**config.mk**
```make
export PLATFORM = sky130hd
export DESIGN_NAME = seg7_scan_display
export DESIGN_NICKNAME = d
export VERILOG_FILES = /design/src/rtl/seg7_scan_display.sv
export SDC_FILE = /design/constraint.sdc
export NUM_CORES = 1
export LEC_CHECK = 0
export CORE_ASPECT_RATIO = 1.5
export CORE_UTILIZATION = 49
export DETAILED_ROUTE_END_ITERATION = 8
export PLACE_DENSITY = 0.8
export SLEW_MARGIN = 25
export SYNTH_ARGS = -nofsm -noshare
export SYNTH_HDL_FRONTEND = slang
export SYNTH_SLANG_ARGS = --single-unit
```
**constraint.sdc**
```tcl
create_clock -name clk -period 1.85 [get_ports clk]
set_input_delay 0.555 -clock clk [delete_from_list [all_inputs] [get_ports clk]]
set_output_delay 0.555 -clock clk [all_outputs]
set_load 0.03 [all_outputs]
```
**src/rtl/seg7_scan_display.sv**
```systemverilog
// seg7_scan_display: loads a binary value via valid/ready, converts it to BCD
// with a one-bit-per-clock shift-add-3 engine, and time-multiplexes the held
// digits onto a shared seven-segment bus with one enable line per digit.
module seg7_scan_display #(
  parameter int WIDTH          = 8,
  parameter int DIGITS         = 3,
  parameter int SCAN_DIV       = 4,
  parameter bit ACTIVE_LOW_SEG = 1'b1,
  parameter bit ACTIVE_LOW_AN  = 1'b1,
  parameter bit BLANK_LZ       = 1'b1
) (
  input  logic                  clk,
  input  logic                  rst,
  input  logic                  value_valid,
  input  logic [WIDTH-1:0]      value,
  output logic                  ready,
  output logic [6:0]            seg,
  output logic [DIGITS-1:0]     an,
  output logic [4*DIGITS-1:0]   digits_bcd
);

  localparam int BW = 4 * DIGITS;
  localparam int CW = $clog2(WIDTH + 1);
  localparam int PW = (SCAN_DIV > 1) ? $clog2(SCAN_DIV) : 1;
  localparam int SW = (DIGITS > 1) ? $clog2(DIGITS) : 1;

  localparam logic [PW-1:0]     PRESC_LAST = PW'(SCAN_DIV - 1);
  localparam logic [SW-1:0]     SLOT_LAST  = SW'(DIGITS - 1);
  localparam logic [6:0]        SEG_OFF    = ACTIVE_LOW_SEG ? 7'h7F : 7'h00;
  localparam logic [DIGITS-1:0] AN_OFF     = ACTIVE_LOW_AN ? {DIGITS{1'b1}} : {DIGITS{1'b0}};

  // True when DIGITS decimal digits can hold the largest WIDTH-bit value.
  // The early return keeps p below 2^WIDTH before each multiply, so the
  // WIDTH+4 bit product never overflows.
  function automatic bit digits_fit();
    logic [WIDTH+3:0] p;
    logic [WIDTH+3:0] max_v;
    max_v = {4'b0000, {WIDTH{1'b1}}};
    p     = 1;
    for (int i = 0; i < DIGITS; i++) begin
      if (p > max_v) return 1'b1;
      p = p * 4'd10;
    end
    return p > max_v;
  endfunction

  if (DIGITS < 1)    begin : g_bad_digits   $error("DIGITS must be at least 1");        end
  if (SCAN_DIV < 1)  begin : g_bad_div      $error("SCAN_DIV must be at least 1");      end
  if (!digits_fit()) begin : g_bad_capacity $error("DIGITS too small for WIDTH bits");  end

  // Canonical active-high pattern {A,B,C,D,E,F,G}; non-decimal codes are dark.
  function automatic logic [6:0] seg_pattern(input logic [3:0] d);
    case (d)
      4'd0:    return 7'b1111110;
      4'd1:    return 7'b0110000;
      4'd2:    return 7'b1101101;
      4'd3:    return 7'b1111001;
      4'd4:    return 7'b0110011;
      4'd5:    return 7'b1011011;
      4'd6:    return 7'b1011111;
      4'd7:    return 7'b1110000;
      4'd8:    return 7'b1111111;
      4'd9:    return 7'b1111011;
      default: return 7'b0000000;
    endcase
  endfunction

  typedef enum logic [1:0] {S_IDLE, S_SHIFT, S_DONE} state_t;

  state_t            state_q, state_d;
  logic [WIDTH-1:0]  shift_q, shift_d;
  logic [BW-1:0]     work_q,  work_d;
  logic [CW-1:0]     cnt_q,   cnt_d;
  logic [BW-1:0]     disp_q,  disp_d;
  logic [BW-1:0]     adj;

  logic [PW-1:0]     presc_q, presc_d;
  logic [SW-1:0]     slot_q,  slot_d;
  logic [6:0]        seg_q,   seg_d;
  logic [DIGITS-1:0] an_q,    an_d;
  logic [DIGITS-1:0] blank;
  logic              upper_zero;
  logic [3:0]        cur_digit;
  logic              cur_blank;
  logic [6:0]        pat;
  logic [DIGITS-1:0] onehot;
  logic              tick;

  assign ready      = (state_q == S_IDLE);
  assign digits_bcd = disp_q;
  assign seg        = seg_q;
  assign an         = an_q;

  // Converter next-state: accept, shift-add-3 per bit, then commit the result.
  // NOTE: every signal written here gets a default first, so no path leaves
  // one unassigned and no latch is inferred.
  always_comb begin
    state_d = state_q;
    shift_d = shift_q;
    work_d  = work_q;
    cnt_d   = cnt_q;
    disp_d  = disp_q;
    adj     = work_q;
    case (state_q)
      S_IDLE: begin
        if (value_valid) begin
          shift_d = value;
          work_d  = '0;
          cnt_d   = CW'(WIDTH);
          state_d = S_SHIFT;
        end
      end
      S_SHIFT: begin
        for (int i = 0; i < DIGITS; i++) begin
          if (work_q[4*i +: 4] >= 4'd5) adj[4*i +: 4] = work_q[4*i +: 4] + 4'd3;
        end
        {work_d, shift_d} = {adj, shift_q} << 1;
        cnt_d = cnt_q - 1'b1;
        if (cnt_q == CW'(1)) state_d = S_DONE;
      end
      S_DONE: begin
        disp_d  = work_q;
        state_d = S_IDLE;
      end
      default: state_d = S_IDLE;
    endcase
  end

  // Converter and display register state.
  // NOTE: sequential state uses non-blocking assignments so every flop samples
  // the pre-edge values regardless of statement order.
  // NOTE: the display register is explicitly cleared on reset, so an aborted
  // conversion can never leave a partial result visible.
  always_ff @(posedge clk or negedge rst) begin
    if (!rst) begin
      state_q <= S_IDLE;
      shift_q <= '0;
      work_q  <= '0;
      cnt_q   <= '0;
      disp_q  <= '0;
    end else begin
      state_q <= state_d;
      shift_q <= shift_d;
      work_q  <= work_d;
      cnt_q   <= cnt_d;
      disp_q  <= disp_d;
    end
  end

  // Leading-zero mask: digit i>0 is dark when it and all higher digits are 0.
  always_comb begin
    upper_zero = 1'b1;
    blank      = '0;
    for (int i = DIGITS - 1; i >= 0; i--) begin
      upper_zero = upper_zero && (disp_q[4*i +: 4] == 4'd0);
      if (BLANK_LZ && (i > 0) && upper_zero) blank[i] = 1'b1;
    end
  end

  // Scanner next-state: prescaler tick selects one digit and latches its pattern.
  always_comb begin
    presc_d   = presc_q + 1'b1;
    slot_d    = slot_q;
    seg_d     = seg_q;
    an_d      = an_q;
    cur_digit = 4'd0;
    cur_blank = 1'b0;
    onehot    = '0;
    for (int i = 0; i < DIGITS; i++) begin
      if (slot_q == SW'(i)) begin
        cur_digit = disp_q[4*i +: 4];
        cur_blank = blank[i];
        onehot[i] = 1'b1;
      end
    end
    pat  = cur_blank ? 7'b0000000 : seg_pattern(cur_digit);
    tick = (presc_q == PRESC_LAST);
    if (tick) begin
      presc_d = '0;
      slot_d  = (slot_q == SLOT_LAST) ? '0 : slot_q + 1'b1;
      seg_d   = ACTIVE_LOW_SEG ? ~pat : pat;
      an_d    = ACTIVE_LOW_AN ? ~onehot : onehot;
    end
  end

  // Scanner state and registered display outputs.
  always_ff @(posedge clk or negedge rst) begin
    if (!rst) begin
      presc_q <= '0;
      slot_q  <= '0;
      seg_q   <= SEG_OFF;
      an_q    <= AN_OFF;
    end else begin
      presc_q <= presc_d;
      slot_q  <= slot_d;
      seg_q   <= seg_d;
      an_q    <= an_d;
    end
  end

endmodule

```
# Yosys cells after proc, flatten, opt, wreduce, memory -nomap -nowiden
# Memories as Yosys holds them, arrays and structs flattened.
# Index checks and enable logic that the tools add are counted.
[op_classes] n_addsub=6 n_lt_le_gt_ge=3 n_eq_ne=8 n_mux=25 bitwise_logic=2 n_reduce_logical=8
[op_table] op="2-to-1 mux 4 bit" count=6
[op_table] op="case mux 12 bit (2 select lines)" count=1
[op_table] op="case mux 8 bit (2 select lines)" count=1
[op_table] op=">= comparator 4 x 3 -> 1 bit (second input constant)" count=3
[op_table] op="2-to-1 mux 12 bit" count=1
[op_table] op="adder 4 x 2 -> 4 bit (second input constant)" count=2
[op_table] op="logical NOT 4 bit" count=2
[op_table] op="2-to-1 mux 2 bit" count=4
[op_table] op="2-to-1 mux 8 bit" count=1
[op_table] op="case mux 4 bit (2 select lines)" count=1
[op_table] op="2-to-1 mux 1 bit" count=7
[op_table] op="2-to-1 mux 7 bit" count=1
[op_table] op="NOT 7 bit" count=1
[op_table] op="equality test 2 bit (second input constant)" count=3
[op_table] op="adder 2 x 1 -> 2 bit (second input constant)" count=2
[op_table] op="equality test 2 x 1 -> 1 bit (second input constant)" count=2
[op_table] op="equality test 4 x 1 -> 1 bit (second input constant)" count=1
[op_table] op="logical NOT 2 bit" count=2
[op_table] op="!= test 2 bit (second input constant)" count=2
[op_table] op="case mux 2 bit (2 select lines)" count=1
[op_table] op="AND reduction 2 bit" count=2
[op_table] op="subtractor 4 x 1 -> 4 bit (second input constant)" count=1
[op_table] op="adder 3 x 2 -> 3 bit (second input constant)" count=1
[op_table] op="2-to-1 mux 3 bit" count=1
[op_table] op="other kinds (3)" count=3
[totals] ff_bits=52 romBits=112 in_bits=11 out_inout_bits=23 word_cells=62 n_memories=1
[mem_list] memory="(name not given)" depth=16 word_bits=7 read_ports=1 rd_ports_with_merged_regs=0 wr=0 line_no="53" source="case (d)"

# Depth between registers and ports, before layout
# Gate-level depths: netlist (run 1).
[depth] word_depth=7 ltp_mapped=9 mapped_depth_nobuf=7

# Least setup slack after synthesis (run 1)
# OpenSTA, ideal clock, no wires.
[synth_timing] path_type="reg-to-reg" startpoint="register slot_q[1]" endpoint="register seg_q[3], in the netlist seg[3]" setup_ns=0.080 t_arrival_ns=1.713 required_ns=1.770 slack_ns=0.058 stages_incl_launch_ff=10 path_buffers=2 synth_period_minus_slack_ns=1.792 cell_sequence="dfrtp_1 -> buf_6 -> nor2b_4 -> buf_6 -> a2bb2oi_1 -> inv_1 -> ha_1 -> o21ai_0 -> nor2_1 -> o22a_1"
[synth_between] elab_chain_cells=7 elab_cells_between_ends=11 cone_classes="eq/ne (2); mux (6); bitwise (1); reduce/logical (1); memory (1)"
[synth_rtl] element="start: declaration" line_no="78" source="logic [SW-1:0] slot_q, slot_d;"
[synth_rtl] element="start signal: assignment" line_no="195" source="slot_q <= slot_d;"
[synth_rtl] element="logical NOT 2 bit" line_no="170" source="if (slot_q == SW'(i)) begin"
[synth_rtl] element="2-to-1 mux 4 bit (3 in a row)" line_no="170"
[synth_rtl] element="memory read (16 x 7 bit)"
[synth_rtl] element="2-to-1 mux 7 bit *" line_no="176" source="pat = cur_blank ? 7'b0000000 : seg_pattern(cur_digit);"
[synth_rtl] element="NOT 7 bit *" line_no="181" source="seg_d = ACTIVE_LOW_SEG ? ~pat : pat;"
[synth_rtl] element="end signal: assignment" line_no="196" source="seg_q <= seg_d;"
[synth_rtl] element="end: declaration" line_no="79" source="logic [6:0] seg_q, seg_d;"
# Every way passes the cells marked *; elsewhere a longest branch is shown, timed or not.
# A chain may end at the register's enable or synchronous reset.

# Worst setup path in the final report (run 1)
[layout_timing] startpoint="register seg_q[2], in the netlist seg[2]" endpoint="output port seg[2]"
[layout_lines] element="end: declaration" line_no="17" source="output logic [6:0] seg,"
# No word-level cell between the ends.

==> reports/results.tsv, run 1 <==
metric	value	unit
outcome	finished, final reports clean	
cts.sinks	52	
dp_hpwl	3884	um
layout_common_cells	41 x dfrtp_1, 22 x nor2_1, 21 x a21oi_1, 21 x dlygate4sd2_1, 19 x buf_4	
critPathRequiredTime	1290	ps
fin_crit_sh	0.9728	
p_total	0.004715	W
path_class	reg2out	
startpoint_type	flop	
r2r_cells	9	
die_x	61.64	um
cts_max_path_buffers	2	
syn_avg_cell_area	10.94	um^2
num_antenna_cells	0	
die_h	91.45	um
vias	1965	
antenna_found_initial	0	
mostFrequentLayoutCell	dfrtp_1	
tns	0	ps
cts_tree	yes	
cp.arrival	1240	ps
grt_max_degree	53	
synth_cell_types	43	
ir_drop	0.0007367	V
core_area	5125	um^2
report.final.slew_viol_count	0	
ys_top_cells_by_area	dfrtp_1 40%, dfstp_2 10%, ha_1 6.7%	
vias_per_cell	5.520	
crit_cells	1	
io_buffers	33	
drt_iter0_drc	76	
yosys.area.top_type	dfrtp_1	
met1_usage	0.2423	
maxCapViolCount	0	
drt-total-wl	5323	um
post-route-min-period	1800	ps
fin_skew	6.966	ps
drive_gt1_frac	0.2257	
place_inst	348	
finalNonFillerCells	356	
worst_slew_pin_slew	520.5	ps
core.rowCount	32	
synthesis.nets	264	
dr.pass1.iters	4	
start_util	0.5100	
ys_seq_area_frac	0.5026	
path_buf_inv	1	
hp-class	in2async	
synth.top_cell.area_share	0.4021	
synth_top_flop_cell	dfrtp_1	
numCtsBuffers	5	
ios	34	
area_delta_synth_final	22.02	%
grt_overflow	0	
final-hold-violation-count	0	
end_kind	output port	
avgRoutedWirePerCell	14.95	um
fmax	0.5557	GHz
synthArstFlopShare	1.000	
track_usage	0.2067	
syn_area	2614	um^2
grt_pass1_wl	8866	um
slew_headroom	0.6523	
grt_pass1_vias	1974	
crit_family	flip-flops	
clk_latency	300	ps
hold_buffers	0	
htreeDepth	2	
gpl.final_weighted_congestion	0.8050	
top_usage_layer	met2	
crit_chain	dlygate4sd2_1	
syn_inst	239	
drt.antenna.violating_nets	0	
fin_nets	312	
synth-seq-cells	52	
drc	0	
setup_viol	0	
grtUsageMet2	0.3746	
cts-root-buf	clkbuf_8	
rsz0062_at_grt	no	
p_per_area	1478	nW/um^2
synth_edf_count	0	
cp_slowest_stage_delay	540	ps
use_met3	0.02991	
leakagePower	1.451	nW
yosys_warnings	0	
crit_path_max_fanout	2	
clkTransAtPathRegs	90	ps
cpMaxStageDelayCell	dfstp_2	
die_area	5637	um^2
[logic make-up (layout without fill, tap and decap cells)]
family,Yosys count,in the layout,synth area share
simple gates,54,54,0.1044
compound gates,74,74,0.1891
buf+inv,21,70,0.04021
xor+xnor,5,5,0.01676
mux,19,19,0.07994
fa+ha+maj,14,14,0.06702
flops,52,52,0.5026
[flip-flops by register name (all words and copies together), names as in the netlist]
name / cells
cnt_q: 4
an: 3
slot_q: 2
presc_q: 2
work_q: 12
shift_q: 8
state_q: 2
digits_bcd: 12
seg: 7
[per-layer routing]
layer / up-vias / part of all wire / wire, um
li1: 949 / - / -
met1: 972 / 0.41 / 2176
met2: 39 / 0.56 / 2964
met3: 5 / 0.024 / 130
met4: 0 / 0.0096 / 51
met5: - / 0 / 0
[worst paths after layout]
check                      startpoint          to  slack, ps
max in group asynchronous         rst      seg[1]       1330
min in group clk           presc_q[0]  presc_q[0]        430
min                               rst   slot_q[1]        220
max reg2reg                 slot_q[0]      seg[6]         90
max                            seg[2]      seg[2]         50
min reg2reg                presc_q[0]  presc_q[0]        430
[report_power, final]
part / switching (W) / leakage, nW / total, W / internal (W)
sequential: 0.000377 / 0.650 / 0.00193 / 0.00155
clock: 0.000371 / 0.0414 / 0.000640 / 0.000270
combinational: 0.00119 / 0.759 / 0.00215 / 0.000957
total: 0.00194 / 1.45 / 0.00471 / 0.00277
[timing repair]
item                       CTS  global route
gates cloned                 0             0
resized for setup           23             5
buffers inserted             0             0
hold endpoints to repair     0             0
setup endpoints to repair   24             7
[through the flow]
| step | area [um^2] | utilization | setup WS, ps | hold slack [ps] |
|---|---|---|---|---|
| 2_1_floorplan | 2614 | - | 57.83 | 259.4 |
| 3_3_place_gp | 3109 | 0.6067 | 12.00 | 413.3 |
| 3_5_place_dp | 3109 | 0.6067 | -97.23 | 422.3 |
| 4_1_cts | 3171 | 0.6187 | 22.23 | 232.6 |
| 5_1_grt | 3189 | 0.6223 | 4.827 | 244.7 |
| 6_report | 3189 | 0.6223 | 50.37 | 224.2 |
[worst reg2reg max path: cells and delay by family, from the launching register on]
| family | cells | cell delay [ps] |
|---|---|---|
| AO/OA/AOI/OAI | 2 | 320 |
| adder cells (fa/ha/maj) | 1 | 160 |
| buffers and inverters | 3 | 450 |
| flip-flops | 1 | 460 |
| AND/OR/NAND/NOR | 3 | 310 |
[final cells by class]
type                            count  area (um^2)
Tap cell                           68        85.08
Clock inverter                      2        16.27
Timing Repair Buffer               52        451.7
Fill cell                         480         1936
Multi-Input combinational cell    166         1211
Sequential cell                    52         1315
Inverter                           10        37.54
Clock buffer                        6        72.57
[cell usage after synthesis (3+ instances only)]
| master | n |
|---|---|
| a21oi_1 | 21 |
| a22oi_1 | 6 |
| a31oi_1 | 4 |
| a32o_1 | 3 |
| buf_2 | 3 |
| buf_6 | 3 |
| clkbuf_1 | 5 |
| dfrtp_1 | 42 |
| dfstp_2 | 10 |
| ha_1 | 14 |
| inv_1 | 10 |
| mux2_2 | 15 |
| mux2i_1 | 4 |
| nand2_1 | 8 |
| nand2b_1 | 4 |
| nor2_1 | 22 |
| nor2b_1 | 10 |
| o21ai_0 | 15 |
| o22a_1 | 5 |
| o22ai_1 | 4 |
| o31ai_1 | 3 |
| xnor2_1 | 3 |
Power figures use the tool's default switching activity.
==> run 2, diff against run 1 <==
Settings changed: CORE_UTILIZATION 49 to 59, PLACE_DENSITY 0.8 to 0.89.
Clock period 1.85 ns to 2.1 ns, I/O delays scaled along.
==> run 2 against run 1 <==
- sequential share of layout area up 0.52 points
- worst setup slack worse by 9.0 ps
- clock power up 11%
- non-clock buffer count down 7
- critical path depth unchanged
- cell area down 1.3%
- combinational power down 10%
- clock-buffer cell count unchanged
- register-to-register slack better by 130 ps
- critical path type unchanged
==> reports/results.tsv, run 2 (synthesis gave the netlist of run 1 again) <==
metric	value	unit	change
drt_iter0_drc	48		-37%
vias	1958		-0.36%
die_x	56.35	um	-8.6%
io_buffers	33		unchanged
drive_gt1_frac	0.1993		-0.02641
cts.sinks	52		unchanged
drc	0		unchanged
htreeDepth	2		unchanged
worst_slew_pin_slew	504.7	ps	-15.82 ps
cts_max_path_buffers	2		unchanged
fin_skew	13.93	ps	+6.965 ps
cts_tree	yes		
clk_latency	310	ps	about the same
crit_family	buffers and inverters		
dp_hpwl	3762	um	-3.1%
layout_common_cells	41 x dfrtp_1, 22 x nor2_1, 21 x a21oi_1		
numCtsBuffers	5		unchanged
final-hold-violation-count	0		unchanged
post-route-min-period	2059	ps	
maxCapViolCount	0		unchanged
antenna_found_initial	0		unchanged
fin_crit_sh	0.9803		
gpl.final_weighted_congestion	0.7917		-1.7%
leakagePower	1.400	nW	-3.5%
crit_path_max_fanout	4		+2
drt-total-wl	5086	um	-4.5%
fmax	0.4858	GHz	
fin_nets	305		-2.2%
tns	0	ps	unchanged
mostFrequentLayoutCell	dfrtp_1		
avgRoutedWirePerCell	15.55	um	+4.0%
ios	34		unchanged
cpMaxStageDelayCell	clkdlybuf4s50_1		
area_delta_synth_final	20.49	%	
clkTransAtPathRegs	100	ps	about the same
start_util	0.6157		+0.1057
nFillCells	318		-34%
grt_pass1_wl	8728	um	-1.6%
die_h	83.52	um	-8.7%
vias_per_cell	5.988		+8.5%
hp-class	in2async		
dr.pass1.iters	4		unchanged
grt_pass1_vias	1918		-2.8%
grt_max_degree	33		-38%
cp.arrival	1430	ps	+190 ps
num_antenna_cells	0		unchanged
ir_drop	0.0009579	V	+30%
slew_headroom	0.6635		+0.01126
outcome	finished, final reports clean		
setup_viol	0		unchanged
dp_slack	39.82	ps	+137.1 ps
end_kind	output port		
path_class	reg2out		
path_buf_inv	1		unchanged
grt_overflow	0		unchanged
cp_slowest_stage_delay	690	ps	+150 ps
rsz0062_at_grt	no		
cts-root-buf	clkbuf_8		
core.rowCount	29		-9.4%
postCtsSetupRepairBufs	0		unchanged
report.final.slew_viol_count	0		unchanged
startpoint_type	flop		
track_usage	0.2353		+0.02868
core_area	4245	um^2	-17%
setup_slack	41.36	ps	-9.006 ps
crit_chain	clkdlybuf4s50_1		
p_per_area	1365	nW/um^2	-7.7%
die_area	4706	um^2	-17%
drt.antenna.violating_nets	0		unchanged
critPathRequiredTime	1470	ps	+180 ps
==> run 2: changes by cell type in the layout (fill, tap and decap cells not counted), sizes merged <==
cell | before | now
clkdlybuf4s50 | 9 | 20
dlygate4sd2 | 21 | 11
buf | 21 | 13
bufinv | 0 | 1
clkdlybuf4s15 | 1 | 0
clkinvlp | 1 | 0
dlymetal6s2s | 0 | 1
==> run 2: final timing paths <==
kind / slack (ps) / depth (start not counted) / startpoint / to
worst max-delay path: 40 / 1 / digits_bcd[11] / digits_bcd[11]
worst min register to register: 450 / 1 / presc_q[0] / presc_q[0]
worst max register to register: 220 / 7 / slot_q[0] / seg[6]
max in group asynchronous: 1220 / 2 / rst / seg[6]
worst min-delay path: 270 / 1 / rst / digits_bcd[3]
min in group clk: 450 / 1 / presc_q[0] / presc_q[0]
==> run 2: timing repair <==
| item | in CTS | in global routing |
|---|---|---|
| gates cloned | 0 | 0 |
| resized for setup | 11 | 3 |
| hold buffers | 0 | 0 |
| endpoints found under the setup margin | 11 | 3 |
==> run 2: metrics by stage <==
stage / hold slack [ps] / cell area [um^2] / utilization / instances / power, W
after floorplan: 334.4 / 2614 / - / 239 / 0.002965
after global placement: 413.8 / 3032 / 0.7141 / 319 / 0.003541
after detailed placement: 418.8 / 3032 / 0.7141 / 319 / 0.003633
after CTS: 279.0 / 3139 / 0.7395 / 327 / 0.004311
after global routing: 294.3 / 3149 / 0.7418 / 327 / 0.004600
final: 271.3 / 3149 / 0.7418 / 327 / 0.004299
==> run 2: area by class of cell <==
class                   count  area, um^2  share of cell area
well taps                  46       57.56             0.01828
clock buffers               6       82.58             0.02622
repair buffers             45       416.7              0.1323
multi-input cells         166        1201              0.3814
inverters                  10       37.54             0.01192
clock inverters             2       38.79             0.01232
flip-flops and latches     52        1315              0.4176
==> run 2: layer usage <==
| metal | routed length (um) | track usage | share of wire | vias up |
|---|---|---|---|---|
| li1 | - | - | - | 935 |
| met1 | 2055 | 0.2809 | 0.40 | 957 |
| met2 | 2736 | 0.4242 | 0.54 | 54 |
| met3 | 173 | 0.03411 | 0.034 | 12 |
| met4 | 121 | 0.08426 | 0.024 | 0 |
| met5 | 0 | 0 | 0 | - |
==> run 2: report_power, final <==
part / switching [W] / total (W) / internal (W)
Combinational: 0.00107 / 0.00193 / 0.000861
Clock: 0.000322 / 0.000712 / 0.000390
Sequential: 0.000295 / 0.00166 / 0.00136
Total: 0.00168 / 0.00430 / 0.00262
==> run 3, diff against run 2 <==
Settings changed: CORE_UTILIZATION 59 to 50, PLACE_DENSITY 0.89 to 0.78.
==> run 3 against run 2 <==
- critical path depth unchanged
- cell count rose by 6.4%
- cell area grew 0.91%
- clock skew is 3.4 ps lower
- largest power group unchanged
- sequential power is essentially flat
- worst setup slack improved by 24 ps
- maximum frequency up 1.2%
- hold slack improved by 27 ps
- wire length down 2.3%
==> reports/results.tsv, run 3 (synthesis gave the netlist of run 1 again) <==
metric	value	unit	change
p_per_area	1331	nW/um^2	-2.5%
drt_iter0_drc	48		unchanged
setup_slack	65.74	ps	+24.38 ps
crit_chain	clkdlybuf4s50_1		
core_area	4926	um^2	+16%
drive_gt1_frac	0.1986		-0.0007067
cpMaxStageDelayCell	clkdlybuf4s50_1		
outcome	finished, final reports clean		
dp_hpwl	3724	um	-1.0%
reg2reg_slack	280	ps	+60 ps
finalInstanceArea	3178	um^2	+0.91%
mostFrequentLayoutCell	dfrtp_1		
fin_crit_sh	0.9687		-0.01161
die_x	61.04	um	+8.3%
drt.antenna.violating_nets	0		unchanged
antenna_found_initial	0		unchanged
clk_latency	310	ps	about the same
cts-root-buf	clkbuf_8		
drt-total-wl	4968	um	-2.3%
layout_common_cells	42 x dfrtp_1, 22 x nor2_1, 21 x a21oi_1		
cts_tree	yes		
path_class	reg2out		
vias_per_cell	5.615		-6.2%
core.rowCount	31		+6.9%
critPathRequiredTime	1470	ps	about the same
setup_viol	0		unchanged
cp_slowest_stage_delay	700	ps	about the same
end_kind	output port		
timing.rr.start	slot_q[0]		
r2r-end	seg[6]		
track_usage	0.2089		-0.02640
start_util	0.5306		-0.08507
post-route-min-period	2034	ps	-24.38 ps
hold_buffers	0		unchanged
crit_family	buffers and inverters		
area_delta_synth_final	21.59	%	
maxCapViolCount	0		unchanged
grt_pass1_wl	8845	um	+1.3%
die_area	5527	um^2	+17%
htreeDepth	2		unchanged
tns	0	ps	unchanged
fmax	0.4916	GHz	+1.2%
hp-class	in2async		
postCtsSetupRepairBufs	0		unchanged
die_h	90.55	um	+8.4%
worst_slew_pin_slew	524.9	ps	+20.16 ps
cp.arrival	1400	ps	-30 ps
fin_skew	10.50	ps	-3.432 ps
crit_path_max_fanout	3		-1
ir_drop	0.0008765	V	-8.5%
startpoint_type	flop		
cts_max_path_buffers	2		unchanged
grt_overflow	0		unchanged
ios	34		unchanged
slew_headroom	0.6501		-0.01344
io_buffers	33		unchanged
gpl.final_weighted_congestion	0.8798		+11%
clkTransAtPathRegs	90	ps	about the same
r2r_cells	7		unchanged
vias	1954		-0.20%
report.final.slew_viol_count	0		unchanged
cts.sinks	52		unchanged
numCtsBuffers	5		unchanged
num_antenna_cells	0		unchanged
rsz0062_at_grt	no		
grt_max_degree	53		+61%
dp_slack	58.00	ps	+18.18 ps
grt_pass1_vias	2045		+6.6%
fin_nets	306		+0.33%
drc	0		unchanged
dr.pass1.iters	4		unchanged
leakagePower	1.452	nW	+3.8%
final-hold-violation-count	0		unchanged
avgRoutedWirePerCell	14.28	um	-8.2%
dpl_cell_area	3064	um^2	+1.1%
path_buf_inv	1		unchanged
==> run 3: cell types whose count changed in the layout (fill, tap and decap cells not counted), sizes merged <==
cell,change
clkdlybuf4s50,-3
buf,+1
dlymetal6s2s,+3
clkinvlp,+1
clkbuf,-1
==> run 3: through the flow <==
| stage | utilization | cells | power (W) | hold slack, ps |
|---|---|---|---|---|
| 6_report | 0.6452 | 348 | 0.004229 | 298.5 |
| 5_1_grt | 0.6452 | 348 | 0.004561 | 299.7 |
| 4_1_cts | 0.6419 | 348 | 0.004264 | 302.4 |
| 3_5_place_dp | 0.6220 | 340 | 0.003621 | 422.5 |
| 3_3_place_gp | 0.6220 | 340 | 0.003545 | 412.3 |
| 2_1_floorplan | - | 239 | 0.002965 | 334.4 |
==> run 3: layout make-up <==
cell class	count	area (um^2)
fillers	430	1748
flip-flops and latches	52	1314
multi-input cells	166	1201
repair buffers	46	431.7
well taps	66	82.58
clock buffers	5	68.82
clock inverters	3	42.54
inverters	10	37.54
==> run 3: timing repair <==
action / CTS / global route
endpoints found under the hold margin: 0 / 0
setup endpoints to repair: 11 / 5
resized for setup: 11 / 5
==> run 3: worst max-delay path by stage <==
stage	endpoint	cells past startpoint	startpoint
final	digits_bcd[3]	1	digits_bcd[3]
after global routing	digits_bcd[3]	1	digits_bcd[3]
after CTS	digits_bcd[10]	1	digits_bcd[10]
after detailed placement	shift_q[4]	5	value_valid
after global placement	shift_q[3]	5	value_valid
after floorplan	seg[3]	9	slot_q[1]
==> run 3: metal layers <==
layer	vias up	routed length (um)	global-route usage	part of all wire
met5	-	0	0	0
met2	43	2710	0.3687	0.55
met4	0	99	0.09280	0.020
li1	934	-	-	-
met1	968	2017	0.2364	0.41
met3	9	140	0.03009	0.028
==> run 3: report_power, final <==
| group | switching [W] | leakage [nW] | internal [W] |
|---|---|---|---|
| Combinational | 0.00104 | 0.746 | 0.000856 |
| Sequential | 0.000293 | 0.652 | 0.00136 |
| Clock | 0.000323 | 0.0541 | 0.000353 |
